==> src/rtl/lcd12864_cmd_arbiter_if.sv <==
// Request-side handshake bundle for lcd12864_cmd_arbiter: two single-byte write requesters.
// The requester side uses the master modport; the arbiter uses slave.
interface lcd12864_cmd_arbiter_if;
    logic       req0_valid;
    logic       req0_rs;
    logic [7:0] req0_data;
    logic       req0_ready;
    logic       req1_valid;
    logic       req1_rs;
    logic [7:0] req1_data;
    logic       req1_ready;

    modport master (
        output req0_valid, req0_rs, req0_data,
        output req1_valid, req1_rs, req1_data,
        input  req0_ready, req1_ready
    );

    modport slave (
        input  req0_valid, req0_rs, req0_data,
        input  req1_valid, req1_rs, req1_data,
        output req0_ready, req1_ready
    );
endinterface

==> src/rtl/lcd12864_cmd_arbiter.sv <==
// Shares an ST7920 LCD12864 parallel write bus between two requesters after running the
// power-up/init sequence, generating lcd_en with setup, pulse and execution-wait timing.
module lcd12864_cmd_arbiter #(
    parameter int T_PWRUP = 2000000,
    parameter int T_AS    = 4,
    parameter int T_EH    = 12,
    parameter int T_EXEC  = 3600,
    parameter int T_CLR   = 80000,
    parameter int CW      = 21
) (
    input  logic                        clk,
    input  logic                        rst_n,
    lcd12864_cmd_arbiter_if.slave       req,
    output logic                        init_done,
    output logic                        busy,
    output logic                        lcd_rs,
    output logic                        lcd_rw,
    output logic                        lcd_en,
    output logic [7:0]                  lcd_dat
);

    typedef enum logic [2:0] {
        PWRUP,
        SETUP,
        EHIGH,
        WAIT,
        IDLE
    } state_t;

    localparam logic [CW-1:0] PWRUP_LIM = CW'(T_PWRUP - 1);
    localparam logic [CW-1:0] AS_LIM    = CW'(T_AS - 1);
    localparam logic [CW-1:0] EH_LIM    = CW'(T_EH - 1);
    localparam logic [CW-1:0] EXEC_LIM  = CW'(T_EXEC - 1);
    localparam logic [CW-1:0] CLR_LIM   = CW'(T_CLR - 1);

    state_t        state, state_nx;
    logic [CW-1:0] cnt, cnt_nx;
    logic [2:0]    idx, idx_nx;
    logic          last_grant, last_grant_nx;
    logic          rs_nx;
    logic [7:0]    dat_nx;
    logic          ready0_q, ready1_q, ready0_nx, ready1_nx;
    logic          init_done_nx;
    logic          grant1;
    logic [CW-1:0] wait_lim;

    function automatic logic [7:0] rom(input logic [2:0] i);
        case (i)
            3'd0:    rom = 8'h30;
            3'd1:    rom = 8'h30;
            3'd2:    rom = 8'h0C;
            3'd3:    rom = 8'h01;
            3'd4:    rom = 8'h06;
            default: rom = 8'h00;
        endcase
    endfunction

    assign lcd_rw         = 1'b0;
    assign req.req0_ready = ready0_q;
    assign req.req1_ready = ready1_q;

    // Clear-display needs the long post-strobe wait; the held output byte identifies it.
    assign wait_lim = (!lcd_rs && lcd_dat == 8'h01) ? CLR_LIM : EXEC_LIM;
    assign grant1   = req.req1_valid && (!req.req0_valid || !last_grant);

    always_comb begin
        state_nx      = state;
        cnt_nx        = cnt + 1'b1;
        idx_nx        = idx;
        last_grant_nx = last_grant;
        rs_nx         = lcd_rs;
        dat_nx        = lcd_dat;
        ready0_nx     = 1'b0;
        ready1_nx     = 1'b0;
        init_done_nx  = init_done;
        case (state)
            PWRUP: begin
                if (cnt == PWRUP_LIM) begin
                    state_nx = SETUP;
                    cnt_nx   = '0;
                    rs_nx    = 1'b0;
                    dat_nx   = rom(idx);
                end
            end
            SETUP: begin
                if (cnt == AS_LIM) begin
                    state_nx = EHIGH;
                    cnt_nx   = '0;
                end
            end
            EHIGH: begin
                if (cnt == EH_LIM) begin
                    state_nx = WAIT;
                    cnt_nx   = '0;
                end
            end
            WAIT: begin
                if (cnt == wait_lim) begin
                    cnt_nx = '0;
                    if (idx < 3'd4) begin
                        idx_nx   = idx + 3'd1;
                        rs_nx    = 1'b0;
                        dat_nx   = rom(idx + 3'd1);
                        state_nx = SETUP;
                    end else if (idx == 3'd4) begin
                        idx_nx       = 3'd5;
                        init_done_nx = 1'b1;
                        state_nx     = IDLE;
                    end else begin
                        state_nx = IDLE;
                    end
                end
            end
            IDLE: begin
                cnt_nx = '0;
                if (req.req0_valid || req.req1_valid) begin
                    state_nx      = SETUP;
                    last_grant_nx = grant1;
                    ready0_nx     = !grant1;
                    ready1_nx     = grant1;
                    rs_nx         = grant1 ? req.req1_rs   : req.req0_rs;
                    dat_nx        = grant1 ? req.req1_data : req.req0_data;
                end
            end
            default: begin
                state_nx = PWRUP;
                cnt_nx   = '0;
            end
        endcase
    end

    // Outputs follow the next state so lcd_en and busy are registered yet aligned with it.
    always_ff @(posedge clk or negedge rst_n) begin
        if (!rst_n) begin
            state      <= PWRUP;
            cnt        <= '0;
            idx        <= 3'd0;
            last_grant <= 1'b1;
            lcd_rs     <= 1'b0;
            lcd_dat    <= 8'h00;
            lcd_en     <= 1'b0;
            busy       <= 1'b1;
            ready0_q   <= 1'b0;
            ready1_q   <= 1'b0;
            init_done  <= 1'b0;
        end else begin
            state      <= state_nx;
            cnt        <= cnt_nx;
            idx        <= idx_nx;
            last_grant <= last_grant_nx;
            lcd_rs     <= rs_nx;
            lcd_dat    <= dat_nx;
            lcd_en     <= (state_nx == EHIGH);
            busy       <= (state_nx != IDLE);
            ready0_q   <= ready0_nx;
            ready1_q   <= ready1_nx;
            init_done  <= init_done_nx;
        end
    end

endmodule

==> src/flat_wrapper.sv <==
// flat-port wrapper written by rule: the top's interface ports become plain ports
module lcd12864_cmd_arbiter_flat 
#(
    parameter int T_PWRUP = 2000000,
    parameter int T_AS    = 4,
    parameter int T_EH    = 12,
    parameter int T_EXEC  = 3600,
    parameter int T_CLR   = 80000,
    parameter int CW      = 21
)
  (clk, rst_n, init_done, busy, lcd_rs, lcd_rw, lcd_en, lcd_dat, req_req0_valid, req_req0_rs, req_req0_data, req_req1_valid, req_req1_rs, req_req1_data, req_req0_ready, req_req1_ready);
  lcd12864_cmd_arbiter_if req_i ();
  input  logic clk;
  input  logic rst_n;
  output logic init_done;
  output logic busy;
  output logic lcd_rs;
  output logic lcd_rw;
  output logic lcd_en;
  output logic [7:0] lcd_dat;
  input wire logic [$bits(req_i.req0_valid)-1:0] req_req0_valid;
  input wire logic [$bits(req_i.req0_rs)-1:0] req_req0_rs;
  input wire logic [$bits(req_i.req0_data)-1:0] req_req0_data;
  input wire logic [$bits(req_i.req1_valid)-1:0] req_req1_valid;
  input wire logic [$bits(req_i.req1_rs)-1:0] req_req1_rs;
  input wire logic [$bits(req_i.req1_data)-1:0] req_req1_data;
  output wire logic [$bits(req_i.req0_ready)-1:0] req_req0_ready;
  output wire logic [$bits(req_i.req1_ready)-1:0] req_req1_ready;
  assign req_i.req0_valid = req_req0_valid;
  assign req_i.req0_rs = req_req0_rs;
  assign req_i.req0_data = req_req0_data;
  assign req_i.req1_valid = req_req1_valid;
  assign req_i.req1_rs = req_req1_rs;
  assign req_i.req1_data = req_req1_data;
  assign req_req0_ready = req_i.req0_ready;
  assign req_req1_ready = req_i.req1_ready;
  lcd12864_cmd_arbiter #(.T_PWRUP(T_PWRUP), .T_AS(T_AS), .T_EH(T_EH), .T_EXEC(T_EXEC), .T_CLR(T_CLR), .CW(CW)) u_core (.clk(clk), .rst_n(rst_n), .req(req_i), .init_done(init_done), .busy(busy), .lcd_rs(lcd_rs), .lcd_rw(lcd_rw), .lcd_en(lcd_en), .lcd_dat(lcd_dat));
endmodule
==> config.mk <==
export PLATFORM = sky130hd
export DESIGN_NAME = lcd12864_cmd_arbiter_flat
export DESIGN_NICKNAME = d
export VERILOG_FILES = /design/src/rtl/lcd12864_cmd_arbiter_if.sv /design/src/rtl/lcd12864_cmd_arbiter.sv /design/src/flat_wrapper.sv
export SDC_FILE = /design/constraint.sdc
export NUM_CORES = 1
export LEC_CHECK = 0
export BUFFER_PORTS_ARGS = -buffer_cell sky130_fd_sc_hd__buf_2
export CORE_MARGIN = 3
export CORE_UTILIZATION = 62
export CTS_CLUSTER_SIZE = 10
export DETAILED_ROUTE_END_ITERATION = 7
export PLACE_DENSITY = 0.85
export SYNTH_ARGS = -nofsm -noshare
export SYNTH_HDL_FRONTEND = slang
export SYNTH_SLANG_ARGS = --single-unit
==> constraint.sdc <==
create_clock -name clk -period 7.4 [get_ports clk]
set_input_delay 0 -clock clk [delete_from_list [all_inputs] [get_ports clk]]
set_output_delay 0 -clock clk [all_outputs]
set_load 0.01 [all_outputs]
==> metrics.md, run 1 <==
| Metric | Value |
|---|---|
| Run status | `finished clean` |
| Simple-gate share of the synthesized area | `23.2%` |
| Count leader, synth | `dfrtp_1` |
| Count of hold-fix buffers inserted at cts | `1` |
| Post-synthesis compound-gate area fraction | `13.1%` |
| Total power per unit cell area | `139 nW/um^2` |
| Boundary pin count | `37` |
| Later-pin clock latency in the skew report | `roughly 0.30 ns` |
| Std cell rows | `22` |
| P_leak | `1.37 nW` |
| Synth Area in XOR/XNOR | `6.44%` |
| Post-Place Cells | `339` |
| Endpoint of the most critical register-to-register path | `u_core.cnt[1]$_DFF_PN0_` |
| Count of max-cap constraint violations | `0` |
| Routed via count | `2174` |
| R2R setup slack | `4.19 ns` |
| HPWL after detailed placement | `between 4 and 5 mm` |
| Die W | `70.6 um` |
| Residual antenna-violating net count after detailed routing | `0` |
| Post-synthesis instance area | `between 2000 and 3000 um^2` |
| Hold Startpoint | `req_req1_valid` |
| Main combinational cell family by area after synthesis | `simple AND/OR/NAND/NOR gates` |
| Antenna violations before repair | `0` |
| Worst-case headroom to the max-slew limit | `between 15 and 20%` |
| Count of input and output buffers | `35` |
| Worst setup skew after layout | `0.00736 ns` |
| Transition time at the pin with the least slew margin | `~1.2 ns` |
| Post-synth top area share | `38.7%` |
| Post-route non-filler standard cell count | `approximately 350` |
| Setup slack after placement | `between 4 and 5 ns` |
| Vertical extent of the die | `70.6 um` |
| Root buffer cell | `clkbuf_8` |
| Worst setup margin | `around 4.2 ns` |
| CTS buffer count | `5` |
| Final Max Slew Viols | `0` |
| Hold Crit Depth | `4` |
| Yosys warning total | `0` |
| Routability-driven placement congestion ratio | `approximately 0.86` |
| Setup bufs post-CTS | `0` |
| Clock period minus final worst setup slack | `around 3.2 ns` |
| Final period util | `~43%` |
| Number of remaining DRC errors | `0` |
| Total nets after synthesis | `around 300` |
| Most frequently used flop master after synthesis | `dfrtp_1` |
| Share of synthesized area spent on multiplexers | `9.01%` |
| Via count of the first global-routing pass | `1980` |
| Maximum buffer depth of the clock tree | `2` |
| Setup repair after global routing missed its margin | `false` |
| Mean instance size in the synthesized netlist | `9.64 um^2` |
| Adder-cell area share of the yosys netlist | `under 10%` |
| Post-synth EDFFs | `0` |
| Global-route total usage across every layer | `24.7%` |
| Total number of H-tree levels | `2` |
| Layout cell share with drive strength beyond 1 | `21.0%` |
| Clock Sinks | `42` |
| Wire length of the first global-routing pass | `around 9.8 mm` |
| Area inside the core boundary | `3830 um^2` |
| Antenna Cells | `0` |
| Worst Reg2Reg Path Length in Cells | `5` |
| Proportion of synthesized chip area in sequential cells | `40.8%` |
| TritonRoute pass-1 iters | `4` |
| Nets@finish | `330` |
| Global route overflow | `0` |
| Avg Vias per Cell | `6.25` |
| Crit Path Class | `register to register` |
| Post-CTS resize count | `0` |
| Final number of setup-violating endpoints | `0` |
| Clock-pin slew reported for the worst setup and hold paths after clock tree synthesis | `0.08 ns` |
| Initial core utilization | `67.5%` |
| Register bit count reported by yosys | `42` |
| Final Hold Fails | `0` |
| Maximum fanout encountered on the critical timing path | `20` |
| Setup Total Neg Slack | `0 ns` |
| Die Area | `roughly 5000 um^2` |
| Cell count after synthesis | `about 270` |
| Number of DRC violations after detailed-routing iteration 0 | `between 200 and 250` |
| Highest attainable clock frequency | `312 MHz` |
| Kind of start point of the critical path | `register` |
| Data arrival at the endpoint of the critical path | `~3.3 ns` |
| Critical path endpoint category | `register` |
| IR Drop Worst-Case VDD | `roughly 100 uV` |
| Fraction of the core area covered by cells at the end of the flow | `75.4%` |
| Synth unique cells | `53` |
| Startpoint of the lowest-slack register-to-register path | `u_core.cnt[5]$_DFF_PN0_` |
| Pin count of the biggest net entering global routing | `43` |
| Post-Route WL | `5.83 mm` |
| Leading post-synthesis cells by instance count | `dfrtp_1, a21oi_1, nor2_1` |
| Data required time at the worst endpoint | `7.53 ns` |
| Ys async rst share | `100%` |
| Layout overhead on the synthesized area | `11.6%` |
| Hold Path Sink | `u_core.state[2]$_DFF_PN0_` |
| Type of the tightest min-delay check | `input pin to register` |
| Cell types occupying the most area after synthesis | `dfrtp_1, a21oi_1, mux2i_1` |
| Clock tree from TritonCTS | `built` |
| Library cell occupying the most area in the post-synthesis netlist | `dfrtp_1` |
| Final routed wire length divided by cell count | `16.8 um` |
registers in the layout (all words and copies together), names as in the netlist:
register	cells
u_core.busy	1
u_core.cnt	21
u_core.idx	3
u_core.init_done	1
u_core.last_grant	1
u_core.lcd_dat	8
u_core.lcd_en	1
u_core.lcd_rs	1
u_core.req.req0_ready	1
u_core.req.req1_ready	1
u_core.state	3
placed cells by master, fill, tap and decap left out, types with 6 or more instances in the layout:
master    count
inv_1         6
xor2_1       12
a21oi_1      24
xnor2_1       7
mux2i_1      12
nand3_1      13
dfrtp_1      40
nor3_1        7
nand2_1      14
buf_2        35
clkbuf_8      6
and3_1        8
nor2_1       19
ha_1          9
mux2_2       10
per-stage QoR:
| stage | power (W) | hold slack, ns | instance area, um^2 |
|---|---|---|---|
| after floorplan | 0.000239 | -0.296 | 2580 |
| after global placement | 0.000249 | 0.188 | 2780 |
| after detailed placement | 0.000249 | 0.188 | 2780 |
| after CTS | 0.000403 | 0.0430 | 2880 |
| after global routing | 0.000417 | 0.0896 | 2880 |
| final | 0.000401 | 0.0467 | 2880 |
worst max-delay path: stages, from the launching register on:
cell	delay (ns)
dfrtp_1	0.43
or4_1	0.57
nor4bb_1	0.66
a311oi_1	0.21
nor3_2	0.93
a21boi_0	0.22
cell families after synthesis:
group                      after synthesis
and+or+nand+nor                        103
AOI/OAI and AO/OA                       53
DFF                                     42
muxes                                   22
xor gates and xnor gates                19
buffers and inverters                   19
adders and majority gates                9
other                                    1
metal layers:
metal	wire (um)	vias to the layer above	part of all wire, %	track usage (%)
met1	2650	1049	45	36.1
met5	0	-	0	0
met2	2720	70	47	37.7
met4	76	0	1.3	6.26
li1	-	1044	-	-
met3	389	11	6.7	5.40
worst max-delay path by stage:
stage	from	end	cells past startpoint
final	u_core.cnt[5]$_DFF_PN0_	u_core.cnt[1]$_DFF_PN0_	5
after CTS	u_core.cnt[5]$_DFF_PN0_	u_core.cnt[1]$_DFF_PN0_	5
after floorplan	u_core.lcd_dat[2]$_DFFE_PN0P_	u_core.lcd_dat[0]$_DFFE_PN0P_	5
after global placement	u_core.cnt[4]$_DFF_PN0_	u_core.cnt[1]$_DFF_PN0_	5
after global routing	u_core.cnt[5]$_DFF_PN0_	u_core.cnt[1]$_DFF_PN0_	5
after detailed placement	u_core.cnt[5]$_DFF_PN0_	u_core.cnt[1]$_DFF_PN0_	5
power by group:
group / switching, W / internal, W / leakage [nW]
clock: 0.0000814 / 0.0000750 / 0.0472
sequential: 0 / 0.000229 / 0.570
combinational: 0.00000889 / 0.00000681 / 0.751
cell type report:
type	instances	area, um^2
Clock buffer	6	82.6
Clock inverter	2	12.5
Fill cell	286	942
Inverter	6	22.5
Multi-Input combinational cell	207	1460
Sequential cell	42	1050
Tap cell	48	60.1
Timing Repair Buffer	37	193
No activity file was read; power rests on OpenSTA's default activity.
==> inputs of run 2 (changes only) <==
- CORE_UTILIZATION: 62 -> 57
- PLACE_DENSITY: 0.85 -> 0.79
- clock period: 7.4 -> 3.27 ns (I/O delays scaled with it)
==> metrics.md, run 2 (synthesis results as in run 1) <==
| Metric | Value |
|---|---|
| Run status | `finished clean` |
| Worst stage delay on the critical path | `0.59 ns (-0.34 ns)` |
| Area of the multi-input gates | `1460 um^2 (unchanged)` |
| Global-route total usage across every layer | `23.6% (-1.1 points)` |
| Worst setup skew after layout | `0.0110 ns (+0.00367 ns)` |
| Global route overflow | `0 (unchanged)` |
| Setup repair after global routing missed its margin | `false` |
| Highest attainable clock frequency | `365 MHz (+17%)` |
| Data required time at the worst endpoint | `3.45 ns (-4.08 ns)` |
| P_leak | `1.39 nW (+1.8%)` |
| Vertical extent of the die | `73.3 um (+3.9%)` |
| Top cell by count, worst path | `or4_1` |
| Clock-pin slew reported for the worst setup and hold paths after clock tree synthesis | `0.08 ns (about the same)` |
| Die Area | `5380 um^2 (+8.0%)` |
| Total power per unit cell area | `323 nW/um^2 (+130%)` |
| Post-Place Cells | `344 (+1.5%)` |
| Nets@finish | `333 (+0.91%)` |
| Layout cell share with drive strength beyond 1 | `21.8% (+0.78 points)` |
| Routability-driven placement congestion ratio | `0.823 (-4.6%)` |
| Layout overhead on the synthesized area | `13.2%` |
| Power share of the sequential group | `55.0% (-2.1 points)` |
| Sw frac | `20.7% (-1.8 points)` |
| Worst-case headroom to the max-slew limit | `36.0% (+17 points)` |
| Die W | `73.3 um (+3.9%)` |
| Type of the tightest min-delay check | `input pin to register` |
| Area inside the core boundary | `4170 um^2 (+9.1%)` |
| Top library cells by usage in the layout, fill and taps aside | `dfrtp_1, buf_2, a21oi_1, nor2_1, nand2_1` |
| Wire length of the first global-routing pass | `9.94 mm (+1.3%)` |
| Count of input and output buffers | `35 (unchanged)` |
| HPWL after detailed placement | `4.17 mm (+0.21%)` |
| Later-pin clock latency in the skew report | `0.30 ns (about the same)` |
| Final routed wire length divided by cell count | `16.5 um (-1.3%)` |
| Crit Path Class | `register to register` |
| Routed via count | `2167 (-0.32%)` |
| Setup bufs post-CTS | `0 (unchanged)` |
| Combinational power share | `3.9% (about the same)` |
| Most frequent standard cell in the layout excluding fill and tap cells | `dfrtp_1` |
| Final number of setup-violating endpoints | `0 (unchanged)` |
| Post-Route WL | `5.84 mm (about the same)` |
| Kind of start point of the critical path | `register` |
| Fill cells | `340 (+19%)` |
| Post-route non-filler standard cell count | `353 (+1.4%)` |
| Antenna violations before repair | `0 (unchanged)` |
| Fraction of power consumed by the clock network | `41.1% (+2.1 points)` |
| Internal Dissipation | `0.000748 W (+140%)` |
| Total number of H-tree levels | `2 (unchanged)` |
| Switching power total | `0.000195 W (+120%)` |
| Maximum fanout encountered on the critical timing path | `9 (-55%)` |
| Largest registers ranked by flip-flop count | `u_core.cnt x21, u_core.lcd_dat x8` |
| Critical path endpoint category | `register` |
| Antenna Cells | `0 (unchanged)` |
| Sequence of cells on the critical path | `or4_1 > or4_1 > o211a_2 > nor4b_4 > mux2_2` |
| Transition time at the pin with the least slew margin | `0.951 ns (-0.268 ns)` |
| Std cell rows | `23 (+4.5%)` |
| Register with the highest flop count | `u_core.cnt` |
| Final Hold Fails | `0 (unchanged)` |
| Boundary pin count | `37 (unchanged)` |
| CTS buffer count | `5 (unchanged)` |
| Number of DRC violations after detailed-routing iteration 0 | `135 (-42%)` |
| Number of remaining DRC errors | `0 (unchanged)` |
| IR Drop Worst-Case VDD | `234 uV (+130%)` |
| Avg Vias per Cell | `6.14 (-1.7%)` |
| Initial core utilization | `61.9% (-5.6 points)` |
| Root buffer cell | `clkbuf_8` |
| Setup Total Neg Slack | `0 ns (unchanged)` |
| Clock Sinks | `42 (unchanged)` |
| Pin count of the biggest net entering global routing | `43 (unchanged)` |
| Clock period minus final worst setup slack | `2.74 ns (-0.470 ns)` |
| Count of max-cap constraint violations | `0 (unchanged)` |
| Final period util | `83.7% (+40 points)` |
| Via count of the first global-routing pass | `2169 (+9.5%)` |
| Cell with the largest stage delay on the worst path | `nor4b_4` |
| Residual antenna-violating net count after detailed routing | `0 (unchanged)` |
| Data arrival at the endpoint of the critical path | `2.92 ns (-0.42 ns)` |
| FF/Latch Area | `1050 um^2 (unchanged)` |
| Final Max Slew Viols | `0 (unchanged)` |
| Clock tree from TritonCTS | `built` |
| Maximum buffer depth of the clock tree | `2 (unchanged)` |
| Flip-flop count of the largest register after layout | `21 (unchanged)` |
| TritonRoute pass-1 iters | `4 (unchanged)` |
[run 2: path summary, 6_finish.rpt]
check	startpoint	end	slack, ns	cells after the start
max reg2reg	u_core.lcd_dat[2]$_DFFE_PN0P_	u_core.lcd_dat[5]$_DFFE_PN0P_	0.53	5
max in group asynchronous	rst_n	u_core.cnt[3]$_DFF_PN0_	2.29	2
min reg2reg	u_core.init_done$_DFFE_PN0P_	u_core.init_done$_DFFE_PN0P_	0.47	1
max	u_core.lcd_dat[2]$_DFFE_PN0P_	u_core.lcd_dat[5]$_DFFE_PN0P_	0.53	5
min in group asynchronous	rst_n	u_core.req.req1_ready$_DFF_PN0_	0.39	2
min	req_req1_valid	u_core.state[2]$_DFF_PN0_	0.07	4
[run 2: what timing repair did]
item	4_1_cts	5_1_grt
gates resized for setup	0	0
endpoints found under the hold margin	40	0
hold buffers	1	0
[run 2: area by class of cell]
class                      instances  share of cell area, %
clock buffer                       8                   3.77
inverter                           6                  0.770
multi-input combinational        207                   49.9
sequential                        42                   36.0
tap                               50                   2.14
timing repair buffer              40                   7.36
[run 2: worst max-delay path, delay by kind of cell (launching register included)]
family | cells | cell delay (ns)
flip-flops | 1 | 0.39
AND/OR/NAND/NOR | 3 | 1.65
multiplexers | 1 | 0.40
AO/OA/AOI/OAI | 1 | 0.19
[run 2: power by group through the flow]
stage	clock [W]	sequential (W)	combinational (W)
floorplan	0	0.000529	0.0000117
global placement	0	0.000529	0.0000354
detailed placement	0	0.000529	0.0000366
CTS	0.000398	0.000519	0.0000376
global route	0.000419	0.000519	0.0000409
finish	0.000388	0.000519	0.0000368
[run 2: stage by stage]
| step | total power, W | setup WS (ns) | instance area (um^2) | util, % | hold WS [ns] |
|---|---|---|---|---|---|
| final | 0.000944 | 0.533 | 2920 | 70.1 | 0.0700 |
| after global routing | 0.000979 | 0.386 | 2920 | 70.1 | 0.0977 |
| after CTS | 0.000954 | 0.520 | 2920 | 70.1 | 0.0552 |
| after detailed placement | 0.000566 | 0.546 | 2800 | 67.2 | 0.195 |
| after global placement | 0.000565 | 0.573 | 2800 | 67.2 | 0.185 |
| after floorplan | 0.000541 | 0.674 | 2580 | - | -0.296 |
[run 2: routing by layer]
layer	global-route usage [%]	vias to the layer above	routed length, um
li1	-	1042	-
met1	30.5	1046	2580
met2	40.6	71	2820
met3	4.38	8	342
met4	6.64	0	90
met5	0	-	0
